==> src/rtl/operand_pkg.sv <==
// Shared encodings and default widths for the operand-A fetch stage.
package operand_pkg;

    localparam int XLEN_DEF = 32;
    localparam int RA_W_DEF = 5;

    localparam logic [1:0] SEL_RS  = 2'd0;
    localparam logic [1:0] SEL_IMU = 2'd1;
    localparam logic [1:0] SEL_IMZ = 2'd2;
    localparam logic [1:0] SEL_PC  = 2'd3;

    localparam logic [1:0] SRC_NONE = 2'd0;
    localparam logic [1:0] SRC_RF   = 2'd1;
    localparam logic [1:0] SRC_EX   = 2'd2;
    localparam logic [1:0] SRC_MEM  = 2'd3;

endpackage

==> src/rtl/fwd_resolve.sv <==
// Resolves the rs1 value against the EX and MEM bypass channels.
import operand_pkg::*;

module fwd_resolve #(
    parameter int XLEN = XLEN_DEF,
    parameter int RA_W = RA_W_DEF
) (
    input  logic [RA_W-1:0] rs_addr,
    input  logic [XLEN-1:0] rs_data,
    input  logic            ex_valid,
    input  logic [RA_W-1:0] ex_addr,
    input  logic [XLEN-1:0] ex_data,
    input  logic            mem_valid,
    input  logic [RA_W-1:0] mem_addr,
    input  logic [XLEN-1:0] mem_data,
    output logic [XLEN-1:0] res_data,
    output logic [1:0]      res_src
);

    logic rs_zero;
    logic ex_hit;
    logic mem_hit;

    // x0 never matches, so a bypass tagged with address 0 is inert
    assign rs_zero = (rs_addr == '0);
    assign ex_hit  = ex_valid && (ex_addr != '0) && (ex_addr == rs_addr);
    assign mem_hit = mem_valid && (mem_addr != '0) && (mem_addr == rs_addr);

    always_comb begin
        res_data = rs_data;
        res_src  = SRC_RF;
        if (rs_zero) begin
            res_data = '0;
            res_src  = SRC_NONE;
        end else if (ex_hit) begin
            res_data = ex_data;
            res_src  = SRC_EX;
        end else if (mem_hit) begin
            res_data = mem_data;
            res_src  = SRC_MEM;
        end
    end

endmodule

==> src/rtl/operand_a_stage.sv <==
// Operand-A source select with bypass and a single-entry valid/ready register.
import operand_pkg::*;

module operand_a_stage #(
    parameter int XLEN = XLEN_DEF,
    parameter int RA_W = RA_W_DEF
) (
    input  logic            clk,
    input  logic            reset,
    input  logic            in_valid,
    output logic            in_ready,
    input  logic [1:0]      in_sel,
    input  logic [RA_W-1:0] in_rs_addr,
    input  logic [XLEN-1:0] in_rs_data,
    input  logic [XLEN-1:0] in_imz,
    input  logic [XLEN-1:0] in_imu,
    input  logic [XLEN-1:0] in_pc,
    input  logic            fwd_ex_valid,
    input  logic [RA_W-1:0] fwd_ex_addr,
    input  logic [XLEN-1:0] fwd_ex_data,
    input  logic            fwd_mem_valid,
    input  logic [RA_W-1:0] fwd_mem_addr,
    input  logic [XLEN-1:0] fwd_mem_data,
    input  logic            flush,
    output logic            out_valid,
    input  logic            out_ready,
    output logic [XLEN-1:0] out_data,
    output logic [1:0]      out_src
);

    logic [XLEN-1:0] rs_val;
    logic [1:0]      rs_src;
    logic [XLEN-1:0] sel_data;
    logic [1:0]      sel_src;

    logic            valid_d, valid_q;
    logic [XLEN-1:0] data_d, data_q;
    logic [1:0]      src_d, src_q;
    logic            accept;

    fwd_resolve #(
        .XLEN(XLEN),
        .RA_W(RA_W)
    ) u_fwd (
        .rs_addr  (in_rs_addr),
        .rs_data  (in_rs_data),
        .ex_valid (fwd_ex_valid),
        .ex_addr  (fwd_ex_addr),
        .ex_data  (fwd_ex_data),
        .mem_valid(fwd_mem_valid),
        .mem_addr (fwd_mem_addr),
        .mem_data (fwd_mem_data),
        .res_data (rs_val),
        .res_src  (rs_src)
    );

    always_comb begin
        sel_data = rs_val;
        sel_src  = rs_src;
        unique case (in_sel)
            SEL_RS: begin
                sel_data = rs_val;
                sel_src  = rs_src;
            end
            SEL_IMU: begin
                sel_data = in_imu;
                sel_src  = SRC_NONE;
            end
            SEL_IMZ: begin
                sel_data = in_imz;
                sel_src  = SRC_NONE;
            end
            SEL_PC: begin
                sel_data = in_pc;
                sel_src  = SRC_NONE;
            end
        endcase
    end

    assign in_ready = !valid_q || out_ready;
    assign accept   = in_valid && in_ready;

    // flush wins over both a new load and a drain
    always_comb begin
        valid_d = valid_q;
        data_d  = data_q;
        src_d   = src_q;
        if (flush) begin
            valid_d = 1'b0;
        end else if (accept) begin
            valid_d = 1'b1;
            data_d  = sel_data;
            src_d   = sel_src;
        end else if (out_ready) begin
            valid_d = 1'b0;
        end
    end

    always_ff @(posedge clk or posedge reset) begin
        if (reset) begin
            valid_q <= 1'b0;
            data_q  <= '0;
            src_q   <= SRC_NONE;
        end else begin
            valid_q <= valid_d;
            data_q  <= data_d;
            src_q   <= src_d;
        end
    end

    assign out_valid = valid_q;
    assign out_data  = data_q;
    assign out_src   = src_q;

endmodule

==> config.mk <==
export PLATFORM = sky130hd
export DESIGN_NAME = operand_a_stage
export DESIGN_NICKNAME = d
export VERILOG_FILES = /design/src/rtl/operand_pkg.sv /design/src/rtl/fwd_resolve.sv /design/src/rtl/operand_a_stage.sv
export SDC_FILE = /design/constraint.sdc
export NUM_CORES = 1
export LEC_CHECK = 0
export CORE_AREA = 2 2 98 100
export CTS_CLUSTER_DIAMETER = 60
export DETAILED_ROUTE_END_ITERATION = 16
export DIE_AREA = 0 0 100 102
export MAX_ROUTING_LAYER = met4
export PLACE_DENSITY = 0.81
export SLEW_MARGIN = 20
export SYNTH_ARGS = -nofsm -noshare
export SYNTH_HDL_FRONTEND = slang
export SYNTH_SLANG_ARGS = --single-unit
==> constraint.sdc <==
create_clock -name clk -period 3.4 [get_ports clk]
set_clock_uncertainty 0.15 [all_clocks]
set_input_delay 0.34 -clock clk [delete_from_list [all_inputs] [get_ports clk]]
set_output_delay 0.34 -clock clk [all_outputs]
set_load 0.02 [all_outputs]
== Yosys cells after proc, flatten, opt, wreduce, memory -nomap -nowiden ==
Index checks and enable logic that the tools add are counted.
W data, S select, Z words.

* Add/sub/neg operators: 0
* Multipliers: 0
* Div/mod/pow operators: 0
* Order comparisons: 0
* Equal/unequal tests: 5
* Shift operators: 0
* Muxes and demuxes: 11
* Bitwise operators: 1
* Reduce and logical (&&, ||, !) cells: 14

{| class="wikitable"
|+ Operators with widths
! kind !! count
|-
| $pmux W32 S4 || 1
|-
| $mux W32 || 3
|-
| $eq A5 B5 Y1 || 2
|-
| $reduce_bool A5 Y1 || 2
|-
| $mux W2 || 3
|-
| $logic_and A1 B1 Y1 || 5
|-
| $logic_not A5 Y1 || 1
|-
| $eq A2 B2 Y1 const B || 2
|-
| $pmux W2 S2 || 1
|-
| $mux W1 || 3
|-
| $reduce_bool A3 Y1 || 1
|-
| $reduce_or A3 Y1 || 1
|-
| $eq A2 B1 Y1 const B || 1
|-
| $logic_not A2 Y1 || 1
|-
| $reduce_and A2 Y1 || 1
|-
| $logic_not A1 Y1 || 1
|-
| $logic_or A1 B1 Y1 || 1
|-
| $not A1 Y1 || 1
|}

* Bits in registers: 35
* Latch bits: 0
* RAM bits: 0
* Bits in read-only memories: 0
* Input bits: 216
* Output and inout bits: 36
* Word-level logic and storage cells: 34
* Memories: 0

== Depth between registers and ports, before layout ==
Gate-level depths: netlist of run 1.

* Depth in word-level cells: 7
* Mapped depth: 7
* Depth with buffers taken out: 6

== By module ==
Synthesis of run 1 repeated with hierarchy kept, for this count alone.

* Cell total of the unflattened synthesis: 249
* Area total of the unflattened synthesis: 3093.0 um^2

{| class="wikitable"
|+ By module, submodules not included
! module !! times used !! cells an instance !! area each (um^2) !! sequential area each (um^2)
|-
| operand_a_stage || 1 || 120 || 2234.6 || 875.8
|-
| fwd_resolve || 1 || 129 || 858.3 || 0.0
|}

== Worst setup path after synthesis of run 1 ==
Ideal clock, no wire load.

* Kind: input port to flip-flop
* Start: in fwd_ex_addr[1]
* End: reg data_q[0] (netlist: out_data[0])
* Library setup time: 0.126 ns
* Data arrival time: 1.886 ns
* Required time: 3.124 ns
* Slack: 1.238 ns
* Cell stages on the path: 7
* Path buffers: 2
* Path through: or4_4 -> a21oi_4 -> nor3_2 -> and3_1 -> buf_6 -> buf_6 -> a221o_1

* Longest elaborated chain between the ends: 6
* Elaborated cells on any way between the ends: 7
* Those cells by class: eq/ne: 1; mux: 3; reduce/logical: 3

{| class="wikitable"
|+ RTL lines
! what !! line !! source
|-
| start: declaration || operand_a_stage.sv:19 || <nowiki>input logic [RA_W-1:0] fwd_ex_addr,</nowiki>
|-
| $reduce_bool A5 Y1 || fwd_resolve.sv:26 || <nowiki>assign ex_hit = ex_valid && (ex_addr != '0) && (ex_addr == rs_addr);</nowiki>
|-
| $logic_and A1 B1 Y1 || fwd_resolve.sv:26 ||
|-
| $logic_and A1 B1 Y1 (*) || fwd_resolve.sv:26 ||
|-
| $mux W32 (*) || fwd_resolve.sv:35 || <nowiki>end else if (ex_hit) begin</nowiki>
|-
| $mux W32 (*) || fwd_resolve.sv:32 || <nowiki>if (rs_zero) begin</nowiki>
|-
| $pmux W32 S4 (*) || operand_a_stage.sv:60 || <nowiki>unique case (in_sel)</nowiki>
|-
| end signal: assignment || operand_a_stage.sv:106 || <nowiki>data_q <= data_d;</nowiki>
|-
| end: declaration || operand_a_stage.sv:37 || <nowiki>logic [XLEN-1:0] data_d, data_q;</nowiki>
|}

Mark *: on every way between the ends. The rest lies on a longest branch, timed or not.
A chain may end at the register's enable or synchronous reset.

== Worst setup path after layout of run 1 ==
* Start: in in_rs_addr[2]
* End: reg data_q[21] (netlist: out_data[21])

* Longest elaborated chain between the ends: 6
* Elaborated cells on any way between the ends: 9
* Those cells by class: eq/ne: 2; mux: 4; reduce/logical: 3

{| class="wikitable"
|+ RTL lines
! what !! line !! source
|-
| start: declaration || operand_a_stage.sv:13 || <nowiki>input logic [RA_W-1:0] in_rs_addr,</nowiki>
|-
| $eq A5 B5 Y1 || fwd_resolve.sv:27 || <nowiki>assign mem_hit = mem_valid && (mem_addr != '0) && (mem_addr == rs_addr);</nowiki>
|-
| $logic_and A1 B1 Y1 || fwd_resolve.sv:27 ||
|-
| $mux W32 || fwd_resolve.sv:38 || <nowiki>end else if (mem_hit) begin</nowiki>
|-
| $mux W32 || fwd_resolve.sv:35 ||
|-
| $mux W32 (*) || fwd_resolve.sv:32 ||
|-
| $pmux W32 S4 (*) || operand_a_stage.sv:60 ||
|}

Marks and branches as above.

==> results of run 1 <==
[per-layer routing]
layer | vias up | part of all wire | GRT usage | wire length, um
li1 | 1703 | - | - | -
met1 | 1747 | 0.38 | 0.2812 | 4983
met2 | 159 | 0.52 | 0.4579 | 6756
met3 | 32 | 0.065 | 0.04720 | 839
met4 | 0 | 0.031 | 0.09168 | 409
met5 | - | 0 | - | 0
[cells by family (layout without fill, tap and decap cells)]
family | Yosys count | after routing | share of synthesized area
mux | 64 | 64 | 0.2393
simple gates | 72 | 72 | 0.1090
xor+xnor | 8 | 8 | 0.02393
flops | 35 | 35 | 0.2991
buf+inv | 30 | 274 | 0.04743
compound gates | 102 | 102 | 0.2812
[how the worst min path moves through the flow]
stage,startpoint,to,slack (ps),cells after the start
after detailed placement,out_src[0],out_src[0],320,1
after global routing,out_src[0],out_src[0],360,1
after CTS,reset,out_data[26],340,3
after global placement,out_src[0],out_src[0],320,1
final,reset,out_data[26],320,3
after floorplan,flush,out_valid,260,1
[flip-flops by register name, summed over array words and instances (netlist names)]
signal     count
out_data      32
out_src        2
out_valid      1
[per-stage QoR]
stage / cell area [um^2] / util
final: 5637 / 0.6188
after floorplan: 2928 / -
after CTS: 5637 / 0.6188
after detailed placement: 5555 / 0.6099
after global placement: 5555 / 0.6099
after global routing: 5637 / 0.6188
[cells in the final DEF, fill, tap and decap left out, types with 13 or more instances in the layout]
master           count
a21oi_1             16
o32ai_1             16
mux2i_1             16
dfrtp_1             35
clkdlybuf4s50_1    250
a221o_1             32
nor2_1              54
mux2_2              48
a221oi_1            16
buf_4               13
o21ai_0             17
[tightest hold or removal path: stages]
cell and delay (ps):
clkdlybuf4s50_1 390, inv_1 50, buf_4 390
[cell type report]
| cell class | count | share of cell area |
|---|---|---|
| clock buffer | 7 | 0.01354 |
| tap | 111 | 0.02464 |
| clock inverter | 1 | 0.0008879 |
| multi-input combinational | 246 | 0.3421 |
| sequential | 35 | 0.1554 |
| inverter | 2 | 0.001332 |
| timing repair buffer | 264 | 0.4622 |
[synth_stat cells, types with 3 or more instances]
cell / count / area, um^2
buf_2: 3 / 15.01
clkbuf_1: 21 / 78.83
o32ai_1: 16 / 140.1
a221o_1: 32 / 320.3
nand2_1: 5 / 18.77
xnor2_1: 8 / 70.07
mux2i_1: 16 / 160.2
nor2_1: 54 / 202.7
a21oi_1: 16 / 80.08
dfrtp_1: 35 / 875.8
a221oi_1: 16 / 140.1
mux2_2: 48 / 540.5
o21ai_0: 17 / 85.08
[report_power, final]
group | total [uW] | switching (uW) | leakage, uW | internal [uW]
Sequential | 534 | 46.6 | 0.000393 | 487
Clock | 290 | 146 | 0.0000422 | 144
Combinational | 795 | 321 | 0.00163 | 473
==> impl_metrics.toml, run 1 <==
[setup_path]
cp_num_buf_inv = 2
cp-start-kind = "input port"
crit_arrival_ps = 2410
r2r_slack_ps = 1330
path_depth = 7
reg2reg_to = "out_data[26]"
ff2ff_path_depth = 4
cp-end-kind = "flop"
rr_startpoint = "out_valid"
slowest_delay_ps = 550
path_delay_family = "buffers and inverters"
crit_fanout = 16
startpoint = "in_rs_addr[2]"
path_class = "in2reg"
cp.required_ps = 3410
crit_chain = "clkdlybuf4s50_1 -> xnor2_1 -> nand3_1 -> a211oi_4 -> buf_4 -> mux2_2 -> a221o_1"
cp_slowest_cell = "clkdlybuf4s50_1"
setup.worst_path.end = "out_data[21]"

[placement]
gp_congestion = 0.9445
hpwl_um = 10530
dp_cells = 658
port_buffers = 251
dp_slack_ps = 700.8

[die]
row_count = 35
io_pins = 252
core_area_mm2 = 0.009109
initial_utilization = 0.3214
die_area_mm2 = 0.01020
die_h_um = 102
fp.dieW_um = 100

[hold_path]
hold_class = "in2async"

[clock_network]
path_clk_slew_ps = 70
worstSkewPairLatency_ps = 280
clock-sinks = 35
cts_buffers = 5
post_cts_resized = 0
cts_tree = "yes"
cts.htree.levels = 2
post_cts_buffers = 0
cts_hold_buf = 0
cts-root-buf = "clkbuf_8"
cts_max_path_buffers = 2

[global_routing]
grt_usage = 0.2540
grt.overflow.total = 0
antenna_found_initial = 0
grt_max_degree = 36
grt_pass1_vias = 3933
grt_pass1_wl_um = 19630

[timing]
relSlewSlack = 0.4264
final-hold-violation-count = 0
hold_slack_ps = 316.3
rsz0062_at_grt = "false"
fin_crit_ps = 2401
fmax_ghz = 0.4165
worst_slew_pin_slew_ps = 860.4
drv_slew = 0
post-route-period-util = 0.7062
setup_viol = 0
postLayoutSetupSlackWorst_ps = 998.9
setup_tns_ps = 0

[synthesis]
synthCells = 311
synth_warnings = 0
syn-mean-instance-area_um2 = 9.414
ys_seq_area_frac = 0.2991
synth_cell_types = 31
ys.flop_type = "dfrtp_1"
ys_ff_latch = 35
synthesis.nets = 527
synth_area_mm2 = 0.002928
synth_edf_count = 0
ys_async_sr_fraction = 1.000

[final_layout]
antenna_cells = 0
fill_cells = 774
final_cell_count_no_fill = 666
seqCellArea_um2 = 875.8
multiInputGateArea_mm2 = 0.001928
area_delta_synth_final_pct = 92.52
drive_above_1_share = 0.1387
nets = 770

[power]
p_leak_uw = 0.002065
vdd_drop_max_v = 0.0001584
power.density_mw_per_mm2 = 287.2
total_power_uw = 1619

[detailed_routing]
wl_um = 12990
drt_pass1_iterations = 4
wire_per_inst_um = 19.50
drc_errors = 0
initialDrtViolationCount = 111
vias = 3641
ant_nets = 0
via_per_inst = 5.467

[run]
max-cap-violations = 0

[status]
status = "complete, no violations"
Power figures use the tool's default switching activity.
==> inputs of run 2 (changes only) <==
- CORE_AREA: 2 2 98 100 -> not set
- CORE_MARGIN: not set -> 2
- CORE_UTILIZATION: not set -> 29
- DIE_AREA: 0 0 100 102 -> not set
- PLACE_DENSITY: 0.81 -> 0.78
- clock period: 3.4 -> 2.05 ns (I/O delays scaled with it)
==> impl_metrics.toml, run 2 (synthesis results as in run 1) <==
[final_layout]
seqCellArea_um2 = 875.8
utilization = 0.6171
nets = 794
multiInputGateArea_mm2 = 0.001963
fill_cells = 845
antenna_cells = 0
layout_common_cells = "clkdlybuf4s50_1, nor2_1, mux2_2"
drive_above_1_share = 0.1848
largest_reg_flops = 32
final_common_cell = "clkdlybuf4s50_1"
area_delta_synth_final_pct = 106.0
finalInstanceArea_mm2 = 0.006032

[setup_path]
ff2ff_path_depth = 7
cp-end-kind = "flop"
slowest_delay_ps = 450
path_class = "in2reg"
crit_arrival_ps = 2050
crit_top_cell = "buf_4"
path_depth = 9
cp-start-kind = "input port"
crit_fanout = 4
cp.required_ps = 2060
cp_slowest_cell = "or4_4"
path_delay_family = "buffers and inverters"
cp_num_buf_inv = 4
crit_chain = "clkdlybuf4s50_1 -> or4_4 -> a21oi_4 -> buf_4 -> buf_4 -> nor4b_4 -> buf_4 -> a21oi_1 -> o32ai_1"

[die]
core_area_mm2 = 0.009774
initial_utilization = 0.2995
io_pins = 252
row_count = 36
fp.dieW_um = 104.5
die_area_mm2 = 0.01092
die_h_um = 104.5

[timing]
fmax_ghz = 0.4902
rsz0062_at_grt = "true"
setup_viol = 0
post-route-period-util = 0.9951
hold_slack_ps = 180.5
fin_crit_ps = 2040
worst_slew_pin_slew_ps = 488.9
postLayoutSetupSlackWorst_ps = 10.11
drv_slew = 0
final-hold-violation-count = 0
relSlewSlack = 0.6741

[placement]
hpwl_um = 11240
port_buffers = 251
gp_congestion = 0.8870
dp_slack_ps = -467.1
placed_area_mm2 = 0.005833

[status]
status = "complete, no violations"

[global_routing]
grt_pass1_vias = 4113
grt_max_degree = 36
grt_usage = 0.2557
antenna_found_initial = 0
grt_pass1_wl_um = 21290
grt.overflow.total = 0

[power]
switching_share = 0.3096
switchingPower_uw = 906.7
vdd_drop_max_v = 0.0003142
total_power_uw = 2929
power_frac_comb = 0.463
p_leak_uw = 0.002277
internal-power_uw = 2022
seq_power_share = 0.303
power.density_mw_per_mm2 = 485.6
pwr-share-clk = 0.234

[clock_network]
cts_hold_buf = 0
cts-root-buf = "clkbuf_8"
clock-sinks = 35
worstSkewPairLatency_ps = 280
cts_buffers = 5
path_clk_slew_ps = 80
cts_tree = "yes"
cts_max_path_buffers = 2
cts.htree.levels = 2

[detailed_routing]
initialDrtViolationCount = 181
drc_errors = 0
vias = 3695
wire_per_inst_um = 19.48
ant_nets = 0
via_per_inst = 5.190
drt_pass1_iterations = 5
wl_um = 13870

[hold_path]
hold_class = "in2async"

[run]
max-cap-violations = 0
-- run 2: metal layers --
layer	global-route usage	vias to the layer above	wire length (um)
li1	-	1751	-
met1	0.2709	1746	5201
met2	0.4650	170	7379
met3	0.06830	28	962
met4	0.07336	0	330
met5	-	-	0
-- run 2: what timing repair did --
action                                  4_1_cts  5_1_grt
pin swaps                                     6        4
cloned                                        1        0
endpoints found under the setup margin       32       18
gates resized for setup                      19        1
setup buffers                                 3        0
-- run 2: area by class of cell --
class                           instances  area share
Clock inverter                          2    0.006430
Inverter                                2    0.001245
Clock buffer                            6     0.01369
Timing Repair Buffer                  288      0.4804
Sequential cell                        35      0.1452
Tap cell                              133     0.02759
Multi-Input combinational cell        246      0.3255
-- run 2: worst paths after layout --
check | slack [ps] | end | start
min in group clk | 330 | out_src[0] | out_src[0]
setup reg to reg | 160 | out_data[13] | out_valid
hold reg to reg | 330 | out_src[0] | out_src[0]
max in group asynchronous | 1220 | out_data[17] | reset
hold / removal | 180 | out_data[27] | reset
setup / recovery | 10 | out_data[18] | fwd_ex_addr[1]
-- run 2: stage by stage --
stage | TNS, ps | instances
after floorplan | 0 | 311
after detailed placement | -13590 | 700
final | 0 | 712
after global routing | -31.78 | 712
after global placement | -14120 | 700
after CTS | 0 | 712
-- run 2: power groups by stage --
stage / clock network, uW / logic [uW] / registers (uW)
after CTS: 698 / 1360 / 887
after floorplan: 0 / 386 / 1040
after global placement: 0 / 1330 / 897
after global routing: 748 / 1440 / 905
after detailed placement: 0 / 1350 / 899
final: 685 / 1360 / 887
-- run 2: worst min-delay path, stage by stage --
cell,delay [ps]
clkdlybuf4s50_1,400
inv_1,50
buf_4,410
==> inputs of run 3 (changes only) <==
--- a/config.mk
+++ b/config.mk
@@ -11,2 +11,3 @@
 export DETAILED_ROUTE_END_ITERATION = 16
+export GPL_ROUTABILITY_DRIVEN = 0
 export MAX_ROUTING_LAYER = met4
--- a/constraint.sdc
+++ b/constraint.sdc
@@ -4,2 +4,2 @@
 set_output_delay 0.205 -clock clk [all_outputs]
-set_load 0.02 [all_outputs]
+set_load 0.01 [all_outputs]
==> impl_metrics.toml, run 3 (synthesis results as in run 1) <==
[status]
status = "complete, no violations"

[global_routing]
grt.overflow.total = 0
grt_pass1_vias = 4097
use_met3 = 0.05013
grt_pass1_wl_um = 21020
grtUsageMet1 = 0.2792
grt_max_degree = 36
top_usage_layer = "met2"
grt_usage = 0.2492
grt_util_met2 = 0.4468
antenna_found_initial = 0

[setup_path]
crit_chain = "dlygate4sd2_1 -> buf_4 -> nor2_2 -> o41ai_2 -> a211oi_4 -> buf_6 -> buf_8 -> mux2_2 -> a221o_1"
cp_slowest_cell = "mux2_2"
crit_fanout = 8
cp.required_ps = 2070
slowest_delay_ps = 340
crit_arrival_ps = 2030
cp_num_buf_inv = 4
cp-start-kind = "input port"
path_delay_family = "buffers and inverters"
cp-end-kind = "flop"
path_class = "in2reg"

[timing]
setup_viol = 0
fin_crit_ps = 2004
fmax_ghz = 0.4989
final-hold-violation-count = 0
hold_slack_ps = 196.9
worst_slew_pin_slew_ps = 488.7
post-route-period-util = 0.9777
relSlewSlack = 0.6742
drv_slew = 0

[final_layout]
largest_reg_flops = 32
nets = 798
antenna_cells = 0
final_common_cell = "clkdlybuf4s50_1"
area_delta_synth_final_pct = 108.3
drive_above_1_share = 0.2041
layout_common_cells = "clkdlybuf4s50_1, nor2_1, mux2_2"
fill_cells = 848
seqCellArea_um2 = 875.8
finalInstanceArea_mm2 = 0.006100
multiInputGateArea_mm2 = 0.002003

[clock_network]
worstSkewPairLatency_ps = 280
cts_buffers = 5
cts-root-buf = "clkbuf_8"
path_clk_slew_ps = 80
cts_tree = "yes"
clock-sinks = 35
cts.htree.levels = 2
cts_max_path_buffers = 2
cts_hold_buf = 0

[detailed_routing]
via_per_inst = 5.169
drc_errors = 0
initialDrtViolationCount = 128
wl_um = 13650
wire_per_inst_um = 19.06
ant_nets = 0
drt_pass1_iterations = 4
vias = 3701

[power]
p_leak_uw = 0.002325
switching_share = 0.2834
switchingPower_uw = 800.0
power.density_mw_per_mm2 = 462.8
seq_power_share = 0.314
vdd_drop_max_v = 0.0003454
pwr-share-clk = 0.234
power_frac_comb = 0.452
internal-power_uw = 2023

[die]
io_pins = 252
initial_utilization = 0.2995
core_area_mm2 = 0.009774
die_area_mm2 = 0.01092
row_count = 36
die_h_um = 104.5
fp.dieW_um = 104.5

[placement]
placed_area_mm2 = 0.005803
port_buffers = 251
hpwl_um = 10570

[run]
max-cap-violations = 0

[hold_path]
hold_class = "in2async"
run 3: worst paths after layout:
check / startpoint / to / slack, ps / cells after the start
worst max register to register: out_valid / out_data[30] / 90 / 7
worst max-delay path: in_rs_addr[4] / out_data[5] / 50 / 9
worst min-delay path: reset / out_data[0] / 200 / 3
worst min register to register: out_src[0] / out_src[0] / 330 / 1
min in group clk: in_sel[1] / out_data[9] / 300 / 5
max in group asynchronous: reset / out_src[1] / 1220 / 3
run 3: layout make-up:
class | count | share of cell area
clock buffer | 6 | 0.01354
clock inverter | 2 | 0.005744
inverter | 2 | 0.001231
multi-input combinational | 246 | 0.3284
sequential | 35 | 0.1436
tap | 133 | 0.02728
timing repair buffer | 292 | 0.4802
run 3: what timing repair did:
action | CTS | global route
cloned | 1 | 1
gates resized for setup | 22 | 23
setup endpoints to repair | 33 | 32
pin swaps | 7 | 10
setup buffers | 3 | 3
hold endpoints to repair | 0 | 0
run 3: tightest hold or removal path: cells and delay by family:
kind / cells / cell delay, ps
buf+inv: 3 / 870
run 3: routing by layer:
metal	share of wire	wire length (um)
met1	0.40	5450
met2	0.52	7152
met3	0.055	751
met4	0.021	290
met5	0	0
run 3: power by group through the flow:
stage / sequential [uW] / clock (uW) / combinational, uW
2_1_floorplan: 946 / 0 / 385
3_3_place_gp: 892 / 0 / 1230
3_5_place_dp: 901 / 0 / 1250
4_1_cts: 888 / 677 / 1260
5_1_grt: 903 / 700 / 1360
6_report: 887 / 660 / 1280
run 3: stage by stage:
stage | setup WS [ps] | total power [uW] | std cells | util | TNS [ps]
after floorplan | 23.16 | 1331 | 311 | - | 0
after global placement | -588.0 | 2124 | 701 | 0.5937 | -16150
after detailed placement | -677.3 | 2152 | 701 | 0.5937 | -18270
after CTS | 10.65 | 2825 | 713 | 0.6133 | 0
after global routing | -24.94 | 2965 | 716 | 0.6240 | -160.4
final | 45.79 | 2823 | 716 | 0.6240 | 0
